===== config.mk =====
export PLATFORM = sky130hd
export DESIGN_NAME = delay_chain_arbiter_flat
export DESIGN_NICKNAME = d
export VERILOG_FILES = /design/src/rtl/delay_chain_arbiter_if.sv /design/src/rtl/delay_chain_arbiter.sv /design/src/flat_wrapper.sv
export SDC_FILE = /design/constraint.sdc
export NUM_CORES = 1
export LEC_CHECK = 0
export BUFFER_PORTS_ARGS = -buffer_cell sky130_fd_sc_hd__buf_2
export CORE_UTILIZATION = 57
export CTS_BUF_LIST = sky130_fd_sc_hd__clkbuf_2 sky130_fd_sc_hd__clkbuf_4 sky130_fd_sc_hd__clkbuf_8
export DETAILED_ROUTE_END_ITERATION = 10
export PLACE_DENSITY = 0.94
export SYNTH_ARGS = -nofsm -noshare
export SYNTH_HDL_FRONTEND = slang
export SYNTH_SLANG_ARGS = --single-unit

===== constraint.sdc =====
create_clock -name clk -period 3 [get_ports clk]
set_clock_uncertainty 0.1 [all_clocks]
set_input_delay 0.15 -clock clk [delete_from_list [all_inputs] [get_ports clk]]
set_output_delay 0.15 -clock clk [all_outputs]
set_load 0.02 [all_outputs]

===== src/rtl/delay_chain_arbiter_if.sv =====
// Handshake bundle between the requesters, the shared delay chain and the
// single downstream consumer. The chain itself sits on the slave side.
interface delay_chain_arbiter_if #(
    parameter int DW   = 8,
    parameter int NREQ = 4,
    parameter int IDW  = 2
);
    logic [NREQ-1:0]    req_valid;
    logic [NREQ*DW-1:0] req_data;
    logic [NREQ-1:0]    req_ready;
    logic               out_valid;
    logic [DW-1:0]      out_data;
    logic [IDW-1:0]     out_id;
    logic               out_ready;

    modport master (
        output req_valid, req_data, out_ready,
        input  req_ready, out_valid, out_data, out_id
    );

    modport slave (
        input  req_valid, req_data, out_ready,
        output req_ready, out_valid, out_data, out_id
    );
endinterface


===== src/rtl/delay_chain_arbiter.sv =====
// Fixed-latency LEN-stage delay chain shared by NREQ requesters through a
// round-robin arbiter. Each stage carries {valid, source id, word}; the tail
// stage is presented to one consumer with a valid/ready handshake. A stall
// at the tail freezes the whole chain, bubbles included, so spacing between
// words is preserved exactly.
module delay_chain_arbiter #(
    parameter int DW   = 8,
    parameter int LEN  = 5,
    parameter int NREQ = 4,
    localparam int IDW = (NREQ > 1) ? $clog2(NREQ) : 1,
    localparam int OCW = $clog2(LEN + 1)
) (
    input  logic                 clk,
    input  logic                 rst,
    delay_chain_arbiter_if.slave bus,
    output logic [OCW-1:0]       occupancy,
    output logic                 busy
);

    localparam logic [IDW:0] NREQ_W = (IDW + 1)'(NREQ);

    logic [LEN-1:0] v;
    logic [LEN-1:0] v_next;
    logic [IDW-1:0] id_q   [LEN];
    logic [DW-1:0]  data_q [LEN];

    logic [IDW-1:0] ptr;
    logic [IDW-1:0] winner;
    logic [IDW-1:0] ptr_wrap;
    logic [IDW:0]   ptr_inc;
    logic           any_req;
    logic [DW-1:0]  win_data;
    logic           adv;

    // The chain moves whenever the tail is empty or being taken.
    assign adv = !v[LEN-1] || bus.out_ready;

    // Round-robin search: first valid requester at or after ptr, wrapping.
    always_comb begin
        logic [IDW:0] idx;
        idx     = '0;
        any_req = 1'b0;
        winner  = '0;
        for (int k = 0; k < NREQ; k++) begin
            idx = {1'b0, ptr} + (IDW + 1)'(k);
            if (idx >= NREQ_W) begin
                idx = idx - NREQ_W;
            end
            if (!any_req && bus.req_valid[idx[IDW-1:0]]) begin
                any_req = 1'b1;
                winner  = idx[IDW-1:0];
            end
        end
    end

    // Select the winning requester's word.
    always_comb begin
        win_data = '0;
        for (int i = 0; i < NREQ; i++) begin
            if (winner == IDW'(i)) begin
                win_data = bus.req_data[i*DW +: DW];
            end
        end
    end

    // Grant is one-hot to the winner only when stage 0 can take a word.
    always_comb begin
        bus.req_ready = '0;
        if (!rst && adv && any_req) begin
            bus.req_ready[winner] = 1'b1;
        end
    end

    // Pointer moves to the requester after the one just granted.
    assign ptr_inc  = {1'b0, winner} + (IDW + 1)'(1);
    assign ptr_wrap = (ptr_inc >= NREQ_W) ? '0 : ptr_inc[IDW-1:0];

    // Next valid vector; occupancy is registered from it.
    always_comb begin
        v_next = v;
        if (adv) begin
            for (int k = LEN - 1; k > 0; k--) begin
                v_next[k] = v[k-1];
            end
            v_next[0] = any_req;
        end
    end

    // Chain shift, arbiter pointer and occupancy registers.
    always_ff @(posedge clk) begin
        if (rst) begin
            v         <= '0;
            ptr       <= '0;
            occupancy <= '0;
            busy      <= 1'b0;
            for (int k = 0; k < LEN; k++) begin
                id_q[k]   <= '0;
                data_q[k] <= '0;
            end
        end else begin
            v         <= v_next;
            occupancy <= OCW'($countones(v_next));
            busy      <= |v_next;
            if (adv) begin
                for (int k = LEN - 1; k > 0; k--) begin
                    id_q[k]   <= id_q[k-1];
                    data_q[k] <= data_q[k-1];
                end
                // A bubble leaves id/data of stage 0 untouched.
                if (any_req) begin
                    id_q[0]   <= winner;
                    data_q[0] <= win_data;
                    ptr       <= ptr_wrap;
                end
            end
        end
    end

    assign bus.out_valid = v[LEN-1];
    assign bus.out_data  = data_q[LEN-1];
    assign bus.out_id    = id_q[LEN-1];

endmodule


===== src/flat_wrapper.sv =====
// flat-port wrapper written by rule: the top's interface ports become plain ports
module delay_chain_arbiter_flat 
#(
    parameter int DW   = 8,
    parameter int LEN  = 5,
    parameter int NREQ = 4,
    localparam int IDW = (NREQ > 1) ? $clog2(NREQ) : 1,
    localparam int OCW = $clog2(LEN + 1)
)
  (clk, rst, occupancy, busy, bus_req_valid, bus_req_data, bus_out_ready, bus_req_ready, bus_out_valid, bus_out_data, bus_out_id);
  delay_chain_arbiter_if #(.DW(DW), .NREQ(NREQ), .IDW((2))) bus_i ();
  input  logic clk;
  input  logic rst;
  output logic [OCW-1:0] occupancy;
  output logic busy;
  input wire logic [$bits(bus_i.req_valid)-1:0] bus_req_valid;
  input wire logic [$bits(bus_i.req_data)-1:0] bus_req_data;
  input wire logic [$bits(bus_i.out_ready)-1:0] bus_out_ready;
  output wire logic [$bits(bus_i.req_ready)-1:0] bus_req_ready;
  output wire logic [$bits(bus_i.out_valid)-1:0] bus_out_valid;
  output wire logic [$bits(bus_i.out_data)-1:0] bus_out_data;
  output wire logic [$bits(bus_i.out_id)-1:0] bus_out_id;
  assign bus_i.req_valid = bus_req_valid;
  assign bus_i.req_data = bus_req_data;
  assign bus_i.out_ready = bus_out_ready;
  assign bus_req_ready = bus_i.req_ready;
  assign bus_out_valid = bus_i.out_valid;
  assign bus_out_data = bus_i.out_data;
  assign bus_out_id = bus_i.out_id;
  delay_chain_arbiter #(.DW(DW), .LEN(LEN), .NREQ(NREQ)) u_core (.clk(clk), .rst(rst), .bus(bus_i), .occupancy(occupancy), .busy(busy));
endmodule

# After elaboration in Yosys (flattened, before gate mapping)
# Memories as Yosys holds them, arrays and structs flattened.
# Cells that the tools add are included.
# classes
add_sub_neg	12
order_cmp	11
n_eq_ne	3
muxes	48
bitwise	10
n_reduce_logical	15
# op_table
cell	n
$mux W8	9
$mux W2	14
$mux W1	18
$lt A2 B3 Y1 const B	5
$ge A3 B3 Y1 const B	4
$or A1 B1 Y1	10
$bmux W1 S2	4
$sub A2 B1 Y2 const B	4
$add A2 B1 Y3 const B	2
$add A2 B2 Y3 const B	2
$logic_and A1 B1 Y1	6
$logic_not A1 Y1	5
$mux W5	1
$reduce_or A5 Y1	1
$add A1 B1 Y2	2
$eq A2 B2 Y1 const B	2
$mux W4	1
$add A3 B1 Y3	1
$add A3 B3 Y3	1
$ge A2 B3 Y1 const B	1
$demux W1 S2	1
$eq A2 B1 Y1 const B	1
$ge A2 B1 Y1 const B	1
$logic_not A2 Y1	1
2 further kinds	2
# totals
reg_bits	11
ram_bits	50
in_bits	39
out_inout_bits	19
word_cells	105
memories	2
# mem_list
memory	words	width	read_ports	rd_clocked_by_memory_dff	write_ports	line_no	source
u_core.data_q	5	8	5	0	5	delay_chain_arbiter.sv:25	logic [DW-1:0] data_q [LEN];
u_core.id_q	5	2	5	0	5	delay_chain_arbiter.sv:24	logic [IDW-1:0] id_q [LEN];

# Depth between registers and ports, before layout
# Gate-level depths: netlist of the first run.
# depth
word_depth	20
ltp_mapped	10

# Worst setup path after synthesis of the first run
# No wires, ideal clock.
# synth_path
path_type	reg-to-reg
start	register u_core.v[4]
end	register u_core.occupancy[1]
arrival_time_ps	2127
setup_slack_ps	646
stages_incl_launch_ff	9
path_buffers	1
cell_sequence	dfxtp_1 nor2b_1 buf_2 mux2i_1 ha_1 inv_1 fa_1 fa_1 nor2_1
# synth_via
elab_chain_cells	6
word_cells_on_any_way	7
# synth_rtl
item	line_no	source
from (decl)	delay_chain_arbiter.sv:22	logic [LEN-1:0] v;
from (signal assigned)	delay_chain_arbiter.sv:101	v <= v_next;
$logic_not A1 Y1	delay_chain_arbiter.sv:36	assign adv = !v[LEN-1] || bus.out_ready;
$logic_or A1 B1 Y1	delay_chain_arbiter.sv:36	
$mux W5 *	delay_chain_arbiter.sv:81	if (adv) begin
$add A1 B1 Y2 (implied by the code)	delay_chain_arbiter.sv:102	occupancy <= OCW'($countones(v_next));
$add A3 B3 Y3 (implied by the code)	delay_chain_arbiter.sv:102	
$add A3 B1 Y3 (implied by the code) *	delay_chain_arbiter.sv:102	
to (signal assigned)	delay_chain_arbiter.sv:102	
to (decl)	delay_chain_arbiter.sv:16	output logic [OCW-1:0] occupancy,
# Every way passes the cells marked *; elsewhere a longest branch is shown, timed or not.
# A chain may end at the register's enable or synchronous reset.

# Worst setup path after layout of the first run
# Same ends and word-level chain as after synthesis.

==> results of run 1 <==
## logic make-up after synthesis
family          after synthesis  share of synthesized area [%]
simple gates                 80                           15.9
mux                           3                           1.03
fa+ha+maj                    10                           4.81
buf+inv                      43                           8.08
compound gates               35                           11.0
flops                        61                           59.1
## power groups by stage
| stage | Combinational [µW] | Clock, µW | Sequential [µW] |
|---|---|---|---|
| final | 351 | 813 | 1030 |
| after global routing | 394 | 858 | 1030 |
| after CTS | 354 | 831 | 1030 |
| after detailed placement | 349 | 0 | 1040 |
| after global placement | 336 | 0 | 1040 |
| after floorplan | 287 | 0 | 1040 |
## worst max-delay path by stage
stage	startpoint	endpoint	slack, ns	depth (start not counted)
finish	u_core.v[4]	u_core.occupancy[1]	0.27	7
global route	u_core.v[4]	u_core.occupancy[1]	0.10	7
CTS	u_core.v[4]	u_core.occupancy[1]	0.30	7
detailed placement	u_core.v[4]	u_core.occupancy[1]	0.34	7
global placement	u_core.v[4]	u_core.occupancy[1]	0.55	7
floorplan	u_core.v[4]	u_core.occupancy[1]	0.65	8
## cells in the mapped netlist (2+ instances only)
cell type  instances
fa_1               2
a21oi_2            7
a211o_1            8
o21ai_0            2
nor2_1            15
nand2_1           10
buf_4             12
o22ai_1            2
dfxtp_1           11
buf_2              2
a21oi_1            4
and2_1            43
mux2i_1            3
ha_1               8
clkbuf_1           5
inv_1             19
nand2b_1           5
buf_6              3
edfxtp_1          50
a221oi_2           7
## registers in the layout, summed over array words and instances, names as in the netlist
signal	count
u_core.data_q	40
u_core.v	5
u_core.occupancy	3
u_core.ptr	2
u_core.id_q	10
u_core.busy	1
## layer usage
| layer | vias up | global-route usage [%] | wire (µm) |
|---|---|---|---|
| met5 | - | 0 | 0 |
| met4 | 0 | 9.19 | 86 |
| met3 | 7 | 6.45 | 213 |
| met2 | 69 | 33.5 | 2260 |
| met1 | 789 | 20.5 | 1820 |
| li1 | 875 | - | - |
## final cells by class
cell class              count  area (µm²)  area share [%]
clock buffers              12         159            4.73
clock inverters             4        70.1            2.09
inverters                  20        75.1            2.23
multi-input cells         128         957            28.5
flip-flops and latches     61        1720            51.2
well taps                  67        83.8            2.50
repair buffers             58         293            8.72
## stage by stage
stage	setup slack, ns	cells	total power [µW]
final	0.273	350	2190
after global routing	0.101	350	2290
after CTS	0.299	350	2210
after detailed placement	0.339	334	1390
after global placement	0.548	334	1370
after floorplan	0.646	232	1330
==> metrics, run 1 <==
core box area 4820 µm²; ant diodes 0; clock share of power 37.1%; Clock transition at path regs 0.07 ns; Die Wd 73.5 µm; Syn Inst Count 232; DRT antenna net count 0; hold path cells 2; internal reg-to-reg setup slack 0.27 ns; Fin Setup TNS 0 ns; final hold viol count 0; Skew-Pair Late Insertion Delay 0.33 ns; Data arrival, critical path 2.85 ns; outcome complete, no violations; via count of the first global-routing pass 1778; via count 1740; total grt overflow 0; Crit path buffers/inverters 1; drt wl/cell 12.5 µm; full die area 5400 µm²; CP peak stage delay 0.59 ns; dominant cell type by area after synthesis edfxtp_1; port bufs 57; NumNets Final 327; fin util 69.7%; worst hold slack 0.0556 ns; Initial Util 60.4%; std cell rows 25; commonest non-fill, non-tap cell in the layout buf_2; clk root buf clkbuf_8; maxcap violations 0; Setup crit start kind flip-flop; drt initial violations 61; #FFs+latches synth 61; clock sink count 61; commonest cells after routing, fill and taps aside 57 x buf_2, 50 x edfxtp_1, 43 x and2_1; share of cells above drive strength 1 33.9%; Post-CTS Setup Repair Bufs 0; worst-path cell chain nor2b_1 > mux2i_1 > ha_1 > inv_1 > fa_1 > fa_1 > nor2_1; # DRC 0; count of different cell masters after synthesis 34; RSZ-0062 raised after global routing false; CP Class reg2reg; Worst VDD drop 0.354 mV; cell mode on critical path fa_1; r2r startpoint u_core.v[4]; gpl congestion 0.807; Synth Net Count 281; Final Critical Period 2.73 ns; first-pass iteration count of the detailed router 4; Hold-fix buffers, CTS 0; PostCTS Resize Cnt 0; Slowest-stage cell, CP nor2b_1; layout overhead on the synthesized area 15.4%; Synth Flop Type edfxtp_1; GRT Total Usage 19.1%; DP Wirelength 2.97 mm; H-tree depth 3; min-delay src rst; maximum buffer depth of the clock tree 2; Max Slew Vio Count 0; io pins 58; Seq pwr share 46.9%; R2R cell count 7; height of the die 73.5 µm; Logic pwr share 16.0%; Max Freq 367 MHz; first-pass GRT wire length 7.56 mm; DR vias/cell 4.97; Critical Path Sink Type flip-flop; Slew headroom 38.1%; Pint 1680 µW; Post-synth EDFFs 50; Fill cells 327; leak pwr 0.00155 µW; post-synth top area share 51.6%; Required @ worst endpoint 3.12 ns; CTS tree yes; number of buffers created by CTS 9; period utilization 90.9%; Cell Area, Placed 3130 µm²; initial antenna violation count 0; Avg Inst Size Synth 12.5 µm²; Finish-stage setup viols 0; path type of the worst min-delay path in2reg; Sw Ratio 23.2%; worst reg2reg endpoint u_core.occupancy[1]; largest net degree at the start of global routing 41; Least-Margin Pin Slew 0.928 ns; crit-path max FO 7; Routed WL 4.39 mm; fin area 3360 µm²; Hold Path Sink u_core.occupancy[2]; sequential cell area fraction in the yosys report 59.1%; delay-heaviest family, CP adder cells; largest cells by area after synthesis edfxtp_1 52%, and2_1 9.2%, dfxtp_1 7.6%; Syn. warnings 0; Mapped Area 2910 µm²; share of flip-flops with an asynchronous set or reset 0%; P per Cell Area 652 nW/µm²; Sw Pwr 508 µW
Power figures use the tool's default switching activity.
==> run 2: changes to the inputs <==
--- a/config.mk
+++ b/config.mk
@@ -6,10 +6,10 @@
 export NUM_CORES = 1
 export LEC_CHECK = 0
 export BUFFER_PORTS_ARGS = -buffer_cell sky130_fd_sc_hd__buf_2
-export CORE_UTILIZATION = 57
+export CORE_UTILIZATION = 51
 export CTS_BUF_LIST = sky130_fd_sc_hd__clkbuf_2 sky130_fd_sc_hd__clkbuf_4 sky130_fd_sc_hd__clkbuf_8
 export DETAILED_ROUTE_END_ITERATION = 10
-export PLACE_DENSITY = 0.94
+export PLACE_DENSITY = 0.9
 export SYNTH_ARGS = -nofsm -noshare
 export SYNTH_HDL_FRONTEND = slang
 export SYNTH_SLANG_ARGS = --single-unit
==> constraint.sdc (replaced) <==
create_clock -name clk -period 2.5 [get_ports clk]
set_clock_uncertainty 0.1 [all_clocks]
set_input_delay 0.125 -clock clk [delete_from_list [all_inputs] [get_ports clk]]
set_output_delay 0.125 -clock clk [all_outputs]
set_load 0.02 [all_outputs]
==> metrics, run 2 (synthesis gave the netlist of run 1 again) <==
DR vias/cell 4.84; Max Freq 420 MHz; drt wl/cell 11.6 µm; GRT Total Usage 15.5%; number of buffers created by CTS 9; r2r startpoint u_core.v[4]; fin area 3310 µm²; first-pass iteration count of the detailed router 6; commonest cells after routing, fill and taps aside 57 x buf_2, 50 x edfxtp_1, 43 x and2_1; P per Cell Area 698 nW/µm²; Routed WL 4.13 mm; ant diodes 0; outcome complete, no violations; core box area 5510 µm²; gpl congestion 0.751; Critical Path Sink Type flip-flop; layout overhead on the synthesized area 13.6%; Crit path buffers/inverters 1; fin util 60.1%; hold path cells 2; Post-CTS Setup Repair Bufs 0; delay-heaviest family, CP adder cells; Slew headroom 62.8%; Hold-fix buffers, CTS 0; Final Critical Period 2.38 ns; Setup crit start kind flip-flop; # DRC 0; port bufs 57; io pins 58; Hold Path Sink u_core.occupancy[2]; Least-Margin Pin Slew 0.558 ns; height of the die 77.6 µm; RSZ-0062 raised after global routing false; Fin Setup TNS 0 ns; Cell Area, Placed 3160 µm²; period utilization 95.1%; DRT antenna net count 0; Worst VDD drop 0.368 mV; total grt overflow 0; NumNets Final 330; H-tree depth 3; maximum buffer depth of the clock tree 2; clock sink count 61; DP Wirelength 2.80 mm; via count 1723; clk root buf clkbuf_8; commonest non-fill, non-tap cell in the layout buf_2; Required @ worst endpoint 2.60 ns; CP Class reg2reg; first-pass GRT wire length 7.06 mm; worst hold slack 0.0357 ns; internal reg-to-reg setup slack 0.12 ns; biggest registers after layout u_core.data_q x40, u_core.id_q x10, u_core.v x5; worst-path cell chain nor2b_1 > mux2i_1 > ha_1 > inv_1 > fa_1 > fa_1 > nor2_1; CTS tree yes; Max Slew Vio Count 0; Finish-stage setup viols 0; std cell rows 27; min-delay src rst; Slowest-stage cell, CP fa_1; largest net degree at the start of global routing 41; overall power 2310 µW; via count of the first global-routing pass 1681; Skew-Pair Late Insertion Delay 0.32 ns; Clock transition at path regs 0.06 ns; CP peak stage delay 0.49 ns; Die Wd 77.6 µm; max reg flops 40; cell mode on critical path fa_1; worst reg2reg endpoint u_core.occupancy[1]; Initial Util 52.9%; path type of the worst min-delay path in2reg; maxcap violations 0; crit-path max FO 3; full die area 6010 µm²; leak pwr 0.00152 µW; initial antenna violation count 0; final hold viol count 0; drt initial violations 108; R2R cell count 7; share of cells above drive strength 1 33.5%; Data arrival, critical path 2.47 ns; Top reg by flops u_core.data_q
-- run 2: cell types whose count changed in the layout (fill, tap and decap cells not counted), sizes merged --
cell / before / now
buf: 58 / 61
bufinv: 2 / 0
clkbuf: 12 / 9
clkinv: 2 / 5
-- run 2: cell type report --
class                   instances  area [µm²]
well taps                      72        90.1
multi-input cells             128         962
repair buffers                 61         315
clock buffers                   9         124
flip-flops and latches         61        1720
fillers                       428        2200
inverters                      20        75.1
clock inverters                 5        20.0
-- run 2: stage by stage --
step	setup WS (ns)	instances
finish	0.121	356
detailed placement	0.0968	342
global route	0.0191	356
global placement	0.232	342
floorplan	0.146	232
CTS	0.0934	356
-- run 2: worst max path at each step --
stage | cells past startpoint | from | end
final | 7 | u_core.v[4] | u_core.occupancy[1]
after global routing | 9 | u_core.ptr[0] | u_core.data_q[0][6]
after CTS | 6 | u_core.ptr[0] | bus_req_ready[3]
after detailed placement | 8 | u_core.ptr[0] | u_core.data_q[0][6]
after global placement | 8 | u_core.ptr[0] | u_core.data_q[0][6]
after floorplan | 8 | u_core.v[4] | u_core.occupancy[1]
-- run 2: what timing repair did --
action | 4_1_cts | 5_1_grt
endpoints found under the hold margin | 0 | 0
pin swaps | 0 | 0
gates resized for setup | 1 | 1
endpoints found under the setup margin | 1 | 1
-- run 2: power breakdown --
| part | leakage (µW) | switching, µW | internal [µW] | total [µW] |
|---|---|---|---|---|
| Clock | 0.0000749 | 316 | 332 | 648 |
| Combinational | 0.000749 | 232 | 199 | 431 |
| Sequential | 0.000694 | 26.6 | 1200 | 1230 |
-- run 2: routing by layer --
metal | global-route usage [%] | routed length, µm | vias to the layer above
met3 | 5.53 | 256 | 7
li1 | - | - | 878
met4 | 8.87 | 58 | 0
met1 | 15.9 | 1710 | 769
met2 | 27.3 | 2110 | 69
met5 | 0 | 0 | -
==> run 3: changes to the inputs <==
--- a/config.mk
+++ b/config.mk
@@ -10,6 +10,7 @@
 export CTS_BUF_LIST = sky130_fd_sc_hd__clkbuf_2 sky130_fd_sc_hd__clkbuf_4 sky130_fd_sc_hd__clkbuf_8
 export DETAILED_ROUTE_END_ITERATION = 10
 export PLACE_DENSITY = 0.9
+export RECOVER_POWER = 100
 export SYNTH_ARGS = -nofsm -noshare
 export SYNTH_HDL_FRONTEND = slang
 export SYNTH_SLANG_ARGS = --single-unit
==> constraint.sdc (replaced) <==
create_clock -name clk -period 2.5 [get_ports clk]
set_clock_uncertainty 0.1 [all_clocks]
set_input_delay 0.375 -clock clk [delete_from_list [all_inputs] [get_ports clk]]
set_output_delay 0.375 -clock clk [all_outputs]
set_load 0.02 [all_outputs]
==> metrics, run 3 (synthesis gave the netlist of run 1 again) <==
outcome complete, no violations; H-tree depth 3; drt wl/cell 11.9 µm; ant diodes 0; Slowest-stage cell, CP dfxtp_1; Critical Path Sink Type output pin; Required @ worst endpoint 2.03 ns; height of the die 77.6 µm; clk root buf clkbuf_8; drt initial violations 115; DR vias/cell 4.86; leak pwr 0.00147 µW; layout overhead on the synthesized area 13.2%; CP Class reg2out; via count 1750; port bufs 57; GRT Total Usage 16.1%; maximum buffer depth of the clock tree 2; biggest registers after layout u_core.data_q x40, u_core.id_q x10, u_core.v x5; first-pass GRT wire length 7.32 mm; maxcap violations 0; CTS tree yes; core box area 5510 µm²; Data arrival, critical path 1.87 ns; DRT antenna net count 0; worst-path cell chain nand2b_1 > a21oi_1 > a211oi_2 > buf_4 > ha_1 > and2_2 > buf_2; worst hold slack 0.274 ns; Least-Margin Pin Slew 0.919 ns; Worst VDD drop 0.390 mV; Finish-stage setup viols 0; RSZ-0062 raised after global routing false; min-delay src rst; Max Freq 426 MHz; internal reg-to-reg setup slack 0.18 ns; path type of the worst min-delay path in2reg; R2R cell count 9; CP peak stage delay 0.37 ns; worst reg2reg endpoint u_core.data_q[0][5]; Clock transition at path regs 0.06 ns; period utilization 93.9%; Fin Setup TNS 0 ns; DP Wirelength 2.89 mm; gpl congestion 0.755; commonest cells after routing, fill and taps aside 50 x edfxtp_1, 40 x buf_2, 28 x and2_1; via count of the first global-routing pass 1705; # DRC 0; r2r startpoint u_core.ptr[0]; overall power 2350 µW; NumNets Final 334; Slew headroom 38.7%; Top reg by flops u_core.data_q; full die area 6010 µm²; Max Slew Vio Count 0; crit-path max FO 4; initial antenna violation count 0; first-pass iteration count of the detailed router 4; Die Wd 77.6 µm; Fill cells 447; hold path cells 2; Initial Util 52.9%; Routed WL 4.30 mm; std cell rows 27; max reg flops 40; total grt overflow 0; clock sink count 61; Hold Path Sink u_core.occupancy[2]; io pins 58; final hold viol count 0; number of buffers created by CTS 9; commonest non-fill, non-tap cell in the layout edfxtp_1; Skew-Pair Late Insertion Delay 0.32 ns; Final Critical Period 2.35 ns; Setup crit start kind flip-flop; Hold-fix buffers, CTS 0; largest net degree at the start of global routing 41; P per Cell Area 714 nW/µm²; share of cells above drive strength 1 27.8%
[run 3: changes by cell type in the layout (fill, tap and decap cells not counted), sizes merged]
cell    before  now
buf         61   44
clkbuf       9   32
clkinv       5    3
[run 3: final cells by class]
cell class	count	area, µm²	share of cell area (%)
Multi-Input combinational cell	128	942	28.6
Timing Repair Buffer	65	314	9.53
Clock buffer	11	139	4.21
Clock inverter	3	15.0	0.455
Tap cell	72	90.1	2.73
Inverter	20	75.1	2.28
Sequential cell	61	1720	52.2
[run 3: worst max path at each step]
stage,slack [ns],endpoint,start,cells after the start
6_report,0.15,bus_req_ready[1],u_core.ptr[0],7
2_1_floorplan,0.15,u_core.occupancy[1],u_core.v[4],8
3_3_place_gp,0.12,u_core.occupancy[1],bus_out_ready,8
5_1_grt,0.03,u_core.occupancy[1],u_core.v[4],7
4_1_cts,0.01,bus_req_ready[2],u_core.ptr[0],7
3_5_place_dp,0.004,u_core.occupancy[1],bus_out_ready,9
[run 3: through the flow]
stage,setup WS [ns],std cells,utilization (%),instance area (µm²)
after floorplan,0.146,232,-,2910
after global placement,0.124,345,57.8,3180
after detailed placement,0.00361,345,57.8,3180
after CTS,0.0134,359,60.6,3340
after global routing,0.0313,360,59.9,3300
final,0.152,360,59.9,3300
[run 3: layer usage]
| metal | wire, µm | vias to the layer above | GRT usage, % |
|---|---|---|---|
| li1 | - | 884 | - |
| met2 | 2210 | 64 | 27.5 |
| met3 | 210 | 2 | 5.29 |
| met5 | 0 | - | 0 |
| met4 | 40 | 0 | 8.49 |
| met1 | 1840 | 800 | 17.8 |
[run 3: repair_timing]
| action | in CTS | in global routing |
|---|---|---|
| endpoints found under the setup margin | 0 | 5 |
| gates resized for setup | 0 | 3 |
| buffers inserted | 0 | 1 |
| hold endpoints to repair | 0 | 0 |
[run 3: power breakdown]
part	switching (µW)	total [µW]	internal [µW]
logic	231	424	193
registers	29.0	1230	1200
clock network	331	696	365
total	591	2350	1760
[run 3: critical path, delay by kind of cell (launching register included)]
family,cells,cell delay (ns)
DFF,1,0.37
buffers and inverters,2,0.33
adders and majority gates,1,0.23
and+or+nand+nor,2,0.31
AOI/OAI and AO/OA,2,0.31
